==> config.mk <==
export PLATFORM = sky130hd
export DESIGN_NAME = divide_unit
export DESIGN_NICKNAME = d
export VERILOG_FILES = /design/src/rtl/divide_unit.sv
export SDC_FILE = /design/constraint.sdc
export NUM_CORES = 1
export LEC_CHECK = 0
export ABC_CLOCK_PERIOD_IN_PS = 4300
export CAP_MARGIN = 20
export CORE_MARGIN = 2
export CORE_UTILIZATION = 30
export CTS_CLUSTER_DIAMETER = 60
export DETAILED_ROUTE_END_ITERATION = 10
export PLACE_DENSITY = 0.5
export SYNTH_ARGS = -nofsm -noshare
export SYNTH_HDL_FRONTEND = slang
export SYNTH_SLANG_ARGS = --single-unit
==> constraint.sdc <==
create_clock -name clk -period 4.3 [get_ports clk]
set_input_delay 1.075 -clock clk [delete_from_list [all_inputs] [get_ports clk]]
set_output_delay 1.075 -clock clk [all_outputs]
set_load 0.03 [all_outputs]
==> src/rtl/divide_unit.sv <==
// Iterative 32/16 signed/unsigned divider with a start/ready/done handshake.
// Restoring shift-subtract on magnitudes, STEPS_PER_CYCLE quotient bits per clock, signs fixed up at the end.
module divide_unit #(
  parameter int STEPS_PER_CYCLE = 1
) (
  input  logic        clk,
  input  logic        rst,
  input  logic        start,
  input  logic        is_signed,
  input  logic [15:0] dividend_hi,
  input  logic [15:0] dividend_lo,
  input  logic [15:0] divisor,
  output logic        ready,
  output logic        done,
  output logic [15:0] quotient,
  output logic [15:0] remainder,
  output logic        div_zero,
  output logic        overflow
);

  localparam int ITERS = 32 / STEPS_PER_CYCLE;

  if (STEPS_PER_CYCLE != 1 && STEPS_PER_CYCLE != 2 && STEPS_PER_CYCLE != 4) begin : g_bad_steps
    $error("divide_unit: STEPS_PER_CYCLE must be 1, 2 or 4");
  end

  typedef enum logic [1:0] {IDLE, BUSY, FIX, DONE} state_t;

  state_t      state;
  logic [31:0] quo_q;      // dividend magnitude shifting out, quotient bits shifting in
  logic [16:0] rem_q;
  logic [15:0] dvs_q;
  logic [4:0]  iter_q;
  logic        q_neg;
  logic        r_neg;
  logic        signed_q;
  logic        zero_q;

  // Operand magnitudes, evaluated combinationally for the accept edge.
  logic [31:0] dividend_full;
  logic [31:0] dividend_mag;
  logic [15:0] divisor_mag;
  logic        dividend_neg;
  logic        divisor_neg;

  assign dividend_full = {dividend_hi, dividend_lo};
  assign dividend_neg  = is_signed & dividend_hi[15];
  assign divisor_neg   = is_signed & divisor[15];
  assign dividend_mag  = dividend_neg ? (~dividend_full + 32'd1) : dividend_full;
  assign divisor_mag   = divisor_neg ? (~divisor + 16'd1) : divisor;

  logic [31:0] quo_step;
  logic [16:0] rem_step;

  always_comb begin
    logic [17:0] trial;
    // NOTE: blocking assignments here so each unrolled step sees the previous step's result;
    // every output gets a default first so no latch is inferred.
    quo_step = quo_q;
    rem_step = rem_q;
    trial    = '0;
    for (int i = 0; i < STEPS_PER_CYCLE; i++) begin
      trial = {rem_step, quo_step[31]} - {2'b00, dvs_q};
      if (trial[17]) rem_step = {rem_step[15:0], quo_step[31]};
      else           rem_step = trial[16:0];
      quo_step = {quo_step[30:0], ~trial[17]};
    end
  end

  logic [15:0] quo_fix;
  logic [15:0] rem_fix;
  logic        ovf_fix;

  // Negating only the low half is enough: the output is the low 16 bits of the true quotient.
  assign quo_fix = q_neg ? (~quo_q[15:0] + 16'd1) : quo_q[15:0];
  assign rem_fix = r_neg ? (~rem_q[15:0] + 16'd1) : rem_q[15:0];

  always_comb begin
    if (signed_q) ovf_fix = q_neg ? (quo_q > 32'h0000_8000) : (quo_q > 32'h0000_7FFF);
    else          ovf_fix = |quo_q[31:16];
  end

  // NOTE: all state and registered outputs use non-blocking assignments in this one clocked block.
  always_ff @(posedge clk) begin
    if (rst) begin
      state     <= IDLE;
      ready     <= 1'b1;
      done      <= 1'b0;
      quotient  <= '0;
      remainder <= '0;
      div_zero  <= 1'b0;
      overflow  <= 1'b0;
      quo_q     <= '0;
      rem_q     <= '0;
      dvs_q     <= '0;
      iter_q    <= '0;
      q_neg     <= 1'b0;
      r_neg     <= 1'b0;
      signed_q  <= 1'b0;
      zero_q    <= 1'b0;
    end else begin
      done <= 1'b0;
      case (state)
        IDLE, DONE: begin
          if (start) begin
            zero_q   <= (divisor == 16'd0);
            // A zero divisor keeps the raw dividend so its low half can be returned as remainder.
            quo_q    <= (divisor == 16'd0) ? dividend_full : dividend_mag;
            rem_q    <= '0;
            dvs_q    <= divisor_mag;
            q_neg    <= dividend_neg ^ divisor_neg;
            r_neg    <= dividend_neg;
            signed_q <= is_signed;
            iter_q   <= 5'(ITERS - 1);
            ready    <= 1'b0;
            state    <= (divisor == 16'd0) ? FIX : BUSY;
          end else begin
            ready <= 1'b1;
            state <= IDLE;
          end
        end
        BUSY: begin
          quo_q <= quo_step;
          rem_q <= rem_step;
          if (iter_q == 5'd0) state <= FIX;
          else                iter_q <= iter_q - 5'd1;
        end
        FIX: begin
          if (zero_q) begin
            quotient  <= 16'hFFFF;
            remainder <= quo_q[15:0];
            div_zero  <= 1'b1;
            overflow  <= 1'b0;
          end else begin
            quotient  <= quo_fix;
            remainder <= rem_fix;
            div_zero  <= 1'b0;
            overflow  <= ovf_fix;
          end
          done  <= 1'b1;
          ready <= 1'b1;
          state <= DONE;
        end
        default: state <= IDLE;
      endcase
    end
  end

endmodule
After elaboration in Yosys (flattened, before gate mapping) --
Index checks and enable logic that the tools add are counted.
Storage, ports and cells: bits in registers 112, input bits 52, output and inout port bits 36, word-level logic and storage cells 73
Operators by class: add/subtract/negate cells 6, magnitude comparators 2, eq/ne operators 6, multiplexer cells 26, bitwise logic cells 8, reduce and logical (&&, ||, !) cells 10
Operators by type and width (count):
- two-way mux 32 bit | 3
- two-way mux 16 bit | 5
- one-hot mux 32 bit (2 select lines) | 1
- adder 16 x 1 -> 16 bit (second input constant) | 3
- inverter 16 bit | 3
- two-way mux 17 bit | 2
- one-hot mux 17 bit (2 select lines) | 1
- adder 32 x 1 -> 32 bit (second input constant) | 1
- greater-than comparator 32 x 15 -> 1 bit (second input constant) | 1
- greater-than comparator 32 x 16 -> 1 bit (second input constant) | 1
- inverter 32 bit | 1
- subtractor 18 x 16 -> 18 bit | 1
- zero test 16 bit | 1
- OR reduction 16 bit | 1
- two-way mux 5 bit | 2
- one-hot mux 5 bit (2 select lines) | 1
- two-way mux 1 bit | 6
- two-way mux 2 bit | 3
- != test 2 bit (second input constant) | 3
- one-hot mux 2 bit (3 select lines) | 1
- zero test 5 bit | 1
- subtractor 5 x 1 -> 5 bit (second input constant) | 1
- equality test 2 bit (second input constant) | 2
- AND reduction 2 bit | 2
- other kinds (9) | 11

Logic depth before layout (Yosys ltp) --
Gate-level depths: netlist of the first run.
depth in word-level cells 6, gate-level depth with buffers 12, gate-level depth less buffers 11

Least setup slack after synthesis of the first run --
Ideal clock, no wire load.
path kind in2reg, from in divisor[9], to reg quo_q[21], setup time 0.134 ns, data arrival time 2.707 ns, required time 4.166 ns, path slack 1.459 ns, stages 7, buffers on the path 1, path through or4_1 nor4_2 a21oi_1 clkbuf_1 o21ai_0 xor2_1 o22ai_1
On the way: cells in the longest elaborated chain, start to end 4
Ends and longest elaborated chain:
- from (decl) | line 12 | input logic [15:0] divisor,
- zero test 16 bit | line 108 | quo_q <= (divisor == 16'd0) ? dividend_full : dividend_mag;
- two-way mux 32 bit | line 108
- two-way mux 32 bit | line 105 | if (start) begin
- one-hot mux 32 bit (2 select lines) | line 103 | case (state)
- to (signal assigned) | line 108
- to (signal assigned) | line 123 | quo_q <= quo_step;
- to (decl) | line 30 | logic [31:0] quo_q;
Every way passes these cells. The select of a mux whose other input is x is not followed. A chain may end at the register's enable or synchronous reset.

Worst setup path after layout of the first run --
from in dividend_lo[6], to reg quo_q[20]
On the way: cells in the longest elaborated chain, start to end 6
Ends and longest elaborated chain:
- from (decl) | line 11 | input logic [15:0] dividend_lo,
- inverter 32 bit | line 49 | assign dividend_mag = dividend_neg ? (~dividend_full + 32'd1) : dividend_full;
- adder 32 x 1 -> 32 bit | line 49
- two-way mux 32 bit | line 49
- two-way mux 32 bit | line 108
- two-way mux 32 bit | line 105
- one-hot mux 32 bit (2 select lines) | line 103
Every way passes these cells. The select of a mux whose other input is x is not followed.

==> results.cfg, run 1 <==
[outcome]
status = completed

[drt]
via_per_inst = 5.13
wl_per_cell_um = 15.6
drt-total-wl_um = 20200
drt_iter0_drc = 406
drtAntennaViolNets = 0
route.vias.total = 6640
drt-pass1-iter-count = 4
drc_errors = 0

[global_routing]
grt_max_degree = 95
antenna_found_initial = 0
grt_overflow_total = 0
grt_pass1_vias = 5916
track_usage_pct = 16.4
grt_pass1_wl_um = 32300

[sta]
finalWorstSetupSlack_ns = 1.15
finalCriticalPeriod_ns = 3.15
worst_pin_slew_ns = 1.03
final-hold-violation-count = 0
maxSlewHeadroom_pct = 31.0
fin_skew_ns = 0.0150
whs_ns = 0.472
slew_violations = 0
grt_setup_unrepaired = false
fmax_ghz = 0.318
finalSetupViolCount = 0
period_share_pct = 73.2
timing.setup.tns_ns = 0

[min_path]
hp-class = register to register

[place]
pre_cts_ws_ns = 0.775
finalWeightedCongestion = 0.832
place_inst = 1280
hpwlAfterDp_um = 14900
io_buffers = 87

[cts]
cts_root_buf = clkbuf_16
cts_buffers = 9
cts_buffer_depth = 2
postCtsSetupBuffers = 0
postCtsResizedCells = 0
clkSlewWorstSetupHoldPaths_ns = 0.08
hold_buffers = 0
cts_tree = built
cts_sinks = 112
htreeDepth = 3
insertion_delay_ns = 0.37

[setup_path]
max_stage_delay_ns = 0.56
worstPathArrival_ns = 3.35
reg2reg_slack_ns = 1.43
cp_top_family = simple AND/OR/NAND/NOR gates
slowest_stage = nor4_1
crit_path_start_kind = input pin
cp_max_fo = 5
endpoint_kind = register
crit_type = input pin to register
worstPathCellList = clkdlybuf4s50_1, nor4_1, nand3_1, or3_1, o41ai_1, xor2_1, o22ai_1
cp.required_ns = 4.51
cp_num_buf_inv = 1

[yosys]
ys_types = 58
synth_top_family_by_area = compound AO/OA/AOI/OAI gates
yosysSeqAreaShare_pct = 31.6
syn_area_um2 = 7090
syn_inst = 918
synth-edff-count = 0
yosys.area.top_type = dfxtp_1
avgSynthCellArea_um2 = 7.72
synth_xor_area_share_pct = 10.3
yosysMostFrequentCell = dfxtp_1
synthArstFlopShare_pct = 0
yosys.area_share.simple_pct = 21.6
synth_nets = 996
synth_fa_ha_area_share_pct = 4.70
synth_commonest_cells = dfxtp_1, nand2_1, nor2_1
synth_mux_area_share_pct = 1.84
synth_compound_area_share_pct = 24.5
yosysTopAreaCellShare_pct = 31.6
synthTopCellsByArea = dfxtp_1, nand2_1, xor2_1, xnor2_1, a21oi_1
yosys_warnings = 0
ys.flop_type = dfxtp_1
synth-seq-cells = 112

[floorplanning]
core.rowCount = 56
die_w_um = 158
die_h_um = 158
io_pins = 88
dieArea_um2 = 24900
start_util_pct = 30.4
core_um2 = 23300

[finish]
antennaDiodeCount = 0
nFillCells = 2497
finalNonFillerCells = 1295
drive_gt1_share_pct = 5.12
final_nets = 1050
syn_to_final_growth_pct = 19.9

[power_and_ir_drop]
power_leakage_nw = 3.06
ir_drop_uv = 227
power.total_mw = 4.38
power_density_nw_per_um2 = 515

[job]
cap_violations = 0
[sequential cells by signal (all words and copies together), names as in the netlist, 2 cells and up]
name,count
quo_q,32
rem_q,17
dvs_q,16
quotient,16
remainder,16
iter_q,5
state,2
[metal layers]
metal	share of wire [%]	vias up	global-route usage [%]
met5	0	-	0
met4	1.3	0	3.38
met3	4.2	11	3.53
met2	43	125	24.1
met1	52	3090	24.4
li1	-	3414	-
[worst register-to-register path, stage by stage, from the launching register on]
cell and delay, ns:
dfxtp_1 0.50, ha_1 0.37, a21oi_2 0.20, o21a_1 0.17, o21ai_1 0.08, a211o_1 0.32
or3_1 0.34, buf_4 0.21, and2_4 0.27, a221o_1 0.31
[cells by family after synthesis]
| family | Yosys count |
|---|---|
| buf+inv | 97 |
| flops | 112 |
| mux | 13 |
| compound gates | 264 |
| simple gates | 323 |
| xor+xnor | 83 |
| fa+ha+maj | 26 |
[final timing paths]
kind | startpoint | end | cells after the start
hold reg to reg | dvs_q[0] | dvs_q[0] | 2
setup / recovery | dividend_lo[6] | quo_q[20] | 7
hold / removal | dvs_q[0] | dvs_q[0] | 2
setup reg to reg | rem_q[11] | rem_q[14] | 9
[area by class of cell]
| class | instances | area (um^2) | share of cell area, % |
|---|---|---|---|
| Clock inverter | 5 | 41.3 | 0.486 |
| Inverter | 38 | 143 | 1.68 |
| Sequential cell | 112 | 2240 | 26.4 |
| Tap cell | 319 | 399 | 4.70 |
| Clock buffer | 10 | 229 | 2.69 |
| Timing Repair Buffer | 102 | 978 | 11.5 |
| Multi-Input combinational cell | 709 | 4470 | 52.6 |
[power by group]
part | internal (mW) | switching [mW] | total (mW)
combinational | 0.787 | 1.27 | 2.06
clock | 0.396 | 0.408 | 0.804
sequential | 1.27 | 0.241 | 1.51
[cell usage in the layout (no fill, tap or decap), drive strengths merged, types with 9 or more instances in the layout]
master	count
dfxtp	112
nand2	105
clkdlybuf4s50	86
nor2	84
a21oi	64
o21ai	58
xor2	45
inv	39
xnor2	38
o22ai	29
a211oi	25
ha	25
o31ai	21
nand3	21
nor3	20
and3	17
buf	16
o211ai	16
nand2b	15
mux2i	13
a31oi	13
nand4	13
nor4	12
or4	11
clkbuf	10
o41ai	9
[stage by stage]
stage / utilization [%] / area [um^2]
2_1_floorplan: - / 7090
3_3_place_gp: 35.3 / 8230
6_report: 36.4 / 8500
4_1_cts: 36.4 / 8500
5_1_grt: 36.4 / 8500
3_5_place_dp: 35.3 / 8230
Power figures use the tool's default switching activity.
==> inputs of run 2 (changes only) <==
--- a/config.mk
+++ b/config.mk
@@ -5,7 +5,7 @@
 export SDC_FILE = /design/constraint.sdc
 export NUM_CORES = 1
 export LEC_CHECK = 0
-export ABC_CLOCK_PERIOD_IN_PS = 4300
+export ABC_CLOCK_PERIOD_IN_PS = 3020
 export CAP_MARGIN = 20
 export CORE_MARGIN = 2
 export CORE_UTILIZATION = 30
==> constraint.sdc (replaced) <==
create_clock -name clk -period 3.02 [get_ports clk]
set_input_delay 0.755 -clock clk [delete_from_list [all_inputs] [get_ports clk]]
set_output_delay 0.755 -clock clk [all_outputs]
set_load 0.03 [all_outputs]
==> results.cfg, run 2 (synthesized netlist as in run 1, its figures left out) <==
[outcome]
status = completed

[setup_path]
cp.required_ns = 3.31
cp_max_fo = 15
endpoint_kind = register
crit_path_start_kind = input pin
worstPathArrival_ns = 3.12
crit_type = input pin to register

[global_routing]
grt_overflow_total = 0
grt_max_degree = 89
antenna_found_initial = 0
grt_pass1_wl_um = 33500
track_usage_pct = 16.9
grt_pass1_vias = 6327

[min_path]
hp-class = register to register

[sta]
grt_setup_unrepaired = false
fmax_ghz = 0.354
timing.setup.tns_ns = 0
final-hold-violation-count = 0
fin_skew_ns = 0.0168
worst_pin_slew_ns = 0.726
maxSlewHeadroom_pct = 51.6
slew_violations = 0
finalSetupViolCount = 0
finalCriticalPeriod_ns = 2.83
period_share_pct = 93.6

[floorplanning]
start_util_pct = 30.4
die_w_um = 158
core_um2 = 23300
io_pins = 88
core.rowCount = 56
dieArea_um2 = 24900
die_h_um = 158

[finish]
antennaDiodeCount = 0
syn_to_final_growth_pct = 26.9
layout_commonest_cell = dfxtp_1
largest_register = quo_q
drive_gt1_share_pct = 10.8
final_nets = 1110
nFillCells = 2453
largestRegisters = quo_q: 32 flops, rem_q: 17 flops
final_cell_mix = dfxtp_1, nand2_1, clkdlybuf4s50_1
final_area_um2 = 8990
finalNonFillerCells = 1356
largest_reg_flops = 32

[drt]
drt-total-wl_um = 20800
drt_iter0_drc = 408
drt-pass1-iter-count = 7
via_per_inst = 5.08
wl_per_cell_um = 15.4
drc_errors = 0
drtAntennaViolNets = 0
route.vias.total = 6895

[power_and_ir_drop]
ir_drop_uv = 282
power.total_mw = 6.43
power_leakage_nw = 3.38
power_density_nw_per_um2 = 715

[cts]
insertion_delay_ns = 0.37
cts_tree = built
clkSlewWorstSetupHoldPaths_ns = 0.08
cts_buffer_depth = 2
htreeDepth = 3
postCtsSetupBuffers = 0
postCtsResizedCells = 0
hold_buffers = 0
cts_sinks = 112
cts_root_buf = clkbuf_16
cts_buffers = 9

[job]
cap_violations = 0

[place]
place_area_um2 = 8690
place_inst = 1340
io_buffers = 87
hpwlAfterDp_um = 15700
finalWeightedCongestion = 0.861
## run 2: cell count changes in the layout (fill, tap and decap cells not counted)
cell	previous run	this run
clkbuf_1	1	0
buf_12	0	1
clkinvlp_4	2	1
buf_4	15	74
clkbuf_8	0	3
## run 2: stage by stage
stage / setup WS (ns) / hold WS [ns] / utilization, %
CTS: 0.219 / 0.466 / 38.5
detailed placement: -0.155 / 0.456 / 37.3
global placement: -0.0874 / 0.444 / 37.3
floorplan: 0.465 / 0.432 / -
finish: 0.192 / 0.461 / 38.5
global route: 0.0576 / 0.483 / 38.5
## run 2: worst paths after layout
| path | start | to | slack (ns) | depth (start not counted) |
|---|---|---|---|---|
| max reg2reg | quo_q[31] | rem_q[14] | 0.30 | 11 |
| max | divisor[0] | quo_q[21] | 0.19 | 11 |
| min reg2reg | dvs_q[0] | dvs_q[0] | 0.46 | 2 |
| min | dvs_q[0] | dvs_q[0] | 0.46 | 2 |
## run 2: cell type report
cell class / count / area, um^2 / area share [%]
multi-input combinational: 709 / 4470 / 49.7
clock buffer: 12 / 267 / 2.96
timing repair buffer: 162 / 1440 / 16.0
tap: 319 / 399 / 4.44
clock inverter: 4 / 33.8 / 0.376
sequential: 112 / 2240 / 24.9
inverter: 38 / 143 / 1.59
## run 2: per-layer routing
metal | vias up | share of wire, % | global-route usage [%]
met3 | 22 | 4.9 | 2.44
met5 | - | 0 | 0
met4 | 0 | 1.5 | 4.89
met1 | 3150 | 50 | 24.8
met2 | 175 | 44 | 25.4
li1 | 3548 | - | -
## run 2: critical path, cell delays in order
cell	delay, ns
clkdlybuf4s50_1	0.48
inv_1	0.05
ha_1	0.21
nand2b_1	0.11
nor4_2	0.06
buf_4	0.14
a21oi_2	0.58
buf_4	0.29
o21ai_0	0.14
xor2_1	0.16
o22ai_1	0.15
## run 2: where the power goes
part           leakage [nW]  internal, mW  total (mW)  switching, mW
Combinational          2.32          1.22        3.06           1.84
Clock                 0.146         0.636        1.22          0.579
Sequential            0.915          1.81        2.15          0.339
==> inputs of run 3 (changes only) <==
==> constraint.sdc (replaced) <==
create_clock -name clk -period 3.02 [get_ports clk]
set_input_delay 0.302 -clock clk [delete_from_list [all_inputs] [get_ports clk]]
set_output_delay 0.302 -clock clk [all_outputs]
set_load 0.03 [all_outputs]
==> results.cfg, run 3 (synthesized netlist as in run 1, its figures left out) <==
[cts]
cts_root_buf = clkbuf_16
cts_tree = built
cts_buffers = 9
insertion_delay_ns = 0.37
cts_buffer_depth = 2
postCtsResizedCells = 0
cts_sinks = 112
hold_buffers = 0
clkSlewWorstSetupHoldPaths_ns = 0.09
postCtsSetupBuffers = 0
htreeDepth = 3

[global_routing]
grt_pass1_wl_um = 33800
grt_overflow_total = 0
track_usage_pct = 17.0
grt_max_degree = 52
grt_pass1_vias = 6216
antenna_found_initial = 0

[drt]
drc_errors = 0
drt-pass1-iter-count = 5
drt_iter0_drc = 411
drtAntennaViolNets = 0
wl_per_cell_um = 15.8
drt-total-wl_um = 20800
via_per_inst = 5.11
route.vias.total = 6731

[min_path]
hp-class = input pin to register
min_from = rst

[floorplanning]
start_util_pct = 30.4
dieArea_um2 = 24900
die_h_um = 158
io_pins = 88
core.rowCount = 56
core_um2 = 23300
die_w_um = 158

[sta]
finalCriticalPeriod_ns = 2.64
final-hold-violation-count = 0
maxSlewHeadroom_pct = 40.7
fmax_ghz = 0.379
grt_setup_unrepaired = false
timing.setup.tns_ns = 0
slew_violations = 0
finalWorstSetupSlack_ns = 0.382
finalSetupViolCount = 0
fin_skew_ns = 0.0168
worst_pin_slew_ns = 0.889
period_share_pct = 87.3

[finish]
syn_to_final_growth_pct = 22.9
finalNonFillerCells = 1316
antennaDiodeCount = 0
largestRegisters = quo_q: 32 flops, rem_q: 17 flops
post-route-util_pct = 37.3
final_nets = 1070
nFillCells = 2479
largest_reg_flops = 32
layout_commonest_cell = dfxtp_1
final_cell_mix = dfxtp_1, nand2_1, clkdlybuf4s50_1
largest_register = quo_q
drive_gt1_share_pct = 7.22

[place]
finalWeightedCongestion = 0.840
place_inst = 1300
hpwlAfterDp_um = 15700
io_buffers = 87
pre_cts_ws_ns = 0.190

[power_and_ir_drop]
ir_drop_uv = 363
p_switching_mw = 2.80
power_density_nw_per_um2 = 749
comb_power_share_pct = 45.9
power_leakage_nw = 3.21
clkPwrFrac_pct = 21.1
sw_frac_of_total_pct = 42.8
sequentialPowerShare_pct = 32.9
p_int_mw = 3.73

[setup_path]
worstPathArrival_ns = 2.88
endpoint_kind = register
regToRegStartpoint = rem_q[6]
crit_path_start_kind = register
crit_start = rem_q[6]
cp.required_ns = 3.27
cp_max_fo = 6
crit_type = register to register

[job]
cap_violations = 0

[outcome]
status = completed
run 3: cell count changes in the layout (fill, tap and decap cells not counted), sizes merged:
cell	delta
buf	-40
bufinv	+2
clkbuf	-2
clkinvlp	-1
inv	+1
run 3: metal layers:
layer | share of wire (%) | global-route usage, % | vias to the layer above
met5 | 0 | 0 | -
met4 | 1.3 | 4.33 | 0
met3 | 3.8 | 2.11 | 17
met2 | 43 | 25.3 | 141
met1 | 52 | 25.6 | 3104
li1 | - | - | 3469
run 3: area by class of cell:
| cell class | instances | area, um^2 | share of cell area, % |
|---|---|---|---|
| flip-flops and latches | 112 | 2240 | 25.7 |
| clock buffers | 10 | 239 | 2.74 |
| inverters | 38 | 143 | 1.64 |
| clock inverters | 6 | 96.3 | 1.11 |
| multi-input cells | 709 | 4470 | 51.3 |
| repair buffers | 122 | 1130 | 13.0 |
| well taps | 319 | 399 | 4.58 |
run 3: worst max-delay path: stages (launching register included):
cell and delay (ns):
dfxtp_1 0.50, ha_1 0.37, a2111oi_0 0.45, o21ai_0 0.27, a21oi_1 0.30, o21ai_0 0.14, o311ai_0 0.11, nor2_1 0.07
a221o_1 0.32
run 3: power groups by stage:
stage          clock network [mW]  logic, mW  registers, mW
6_report                     1.38       3.00           2.15
5_1_grt                      1.46       3.36           2.19
4_1_cts                      1.41       3.01           2.15
3_5_place_dp                    0       3.00           2.18
3_3_place_gp                    0       3.00           2.18
2_1_floorplan                   0       2.07           2.20
run 3: final timing paths:
path               endpoint  slack, ns  depth (start not counted)
hold reg to reg   dvs_q[15]       0.47                          2
setup reg to reg  rem_q[14]       0.38                          8
setup / recovery  rem_q[14]       0.38                          8
hold / removal    quo_q[14]       0.29                          2
run 3: metrics by stage:
| step | hold WS (ns) | power (mW) | area [um^2] |
|---|---|---|---|
| floorplan | 0.432 | 4.27 | 7090 |
| global placement | 0.443 | 5.17 | 8380 |
| detailed placement | 0.455 | 5.18 | 8380 |
| CTS | 0.286 | 6.56 | 8710 |
| global route | 0.298 | 7.01 | 8710 |
| finish | 0.294 | 6.53 | 8710 |
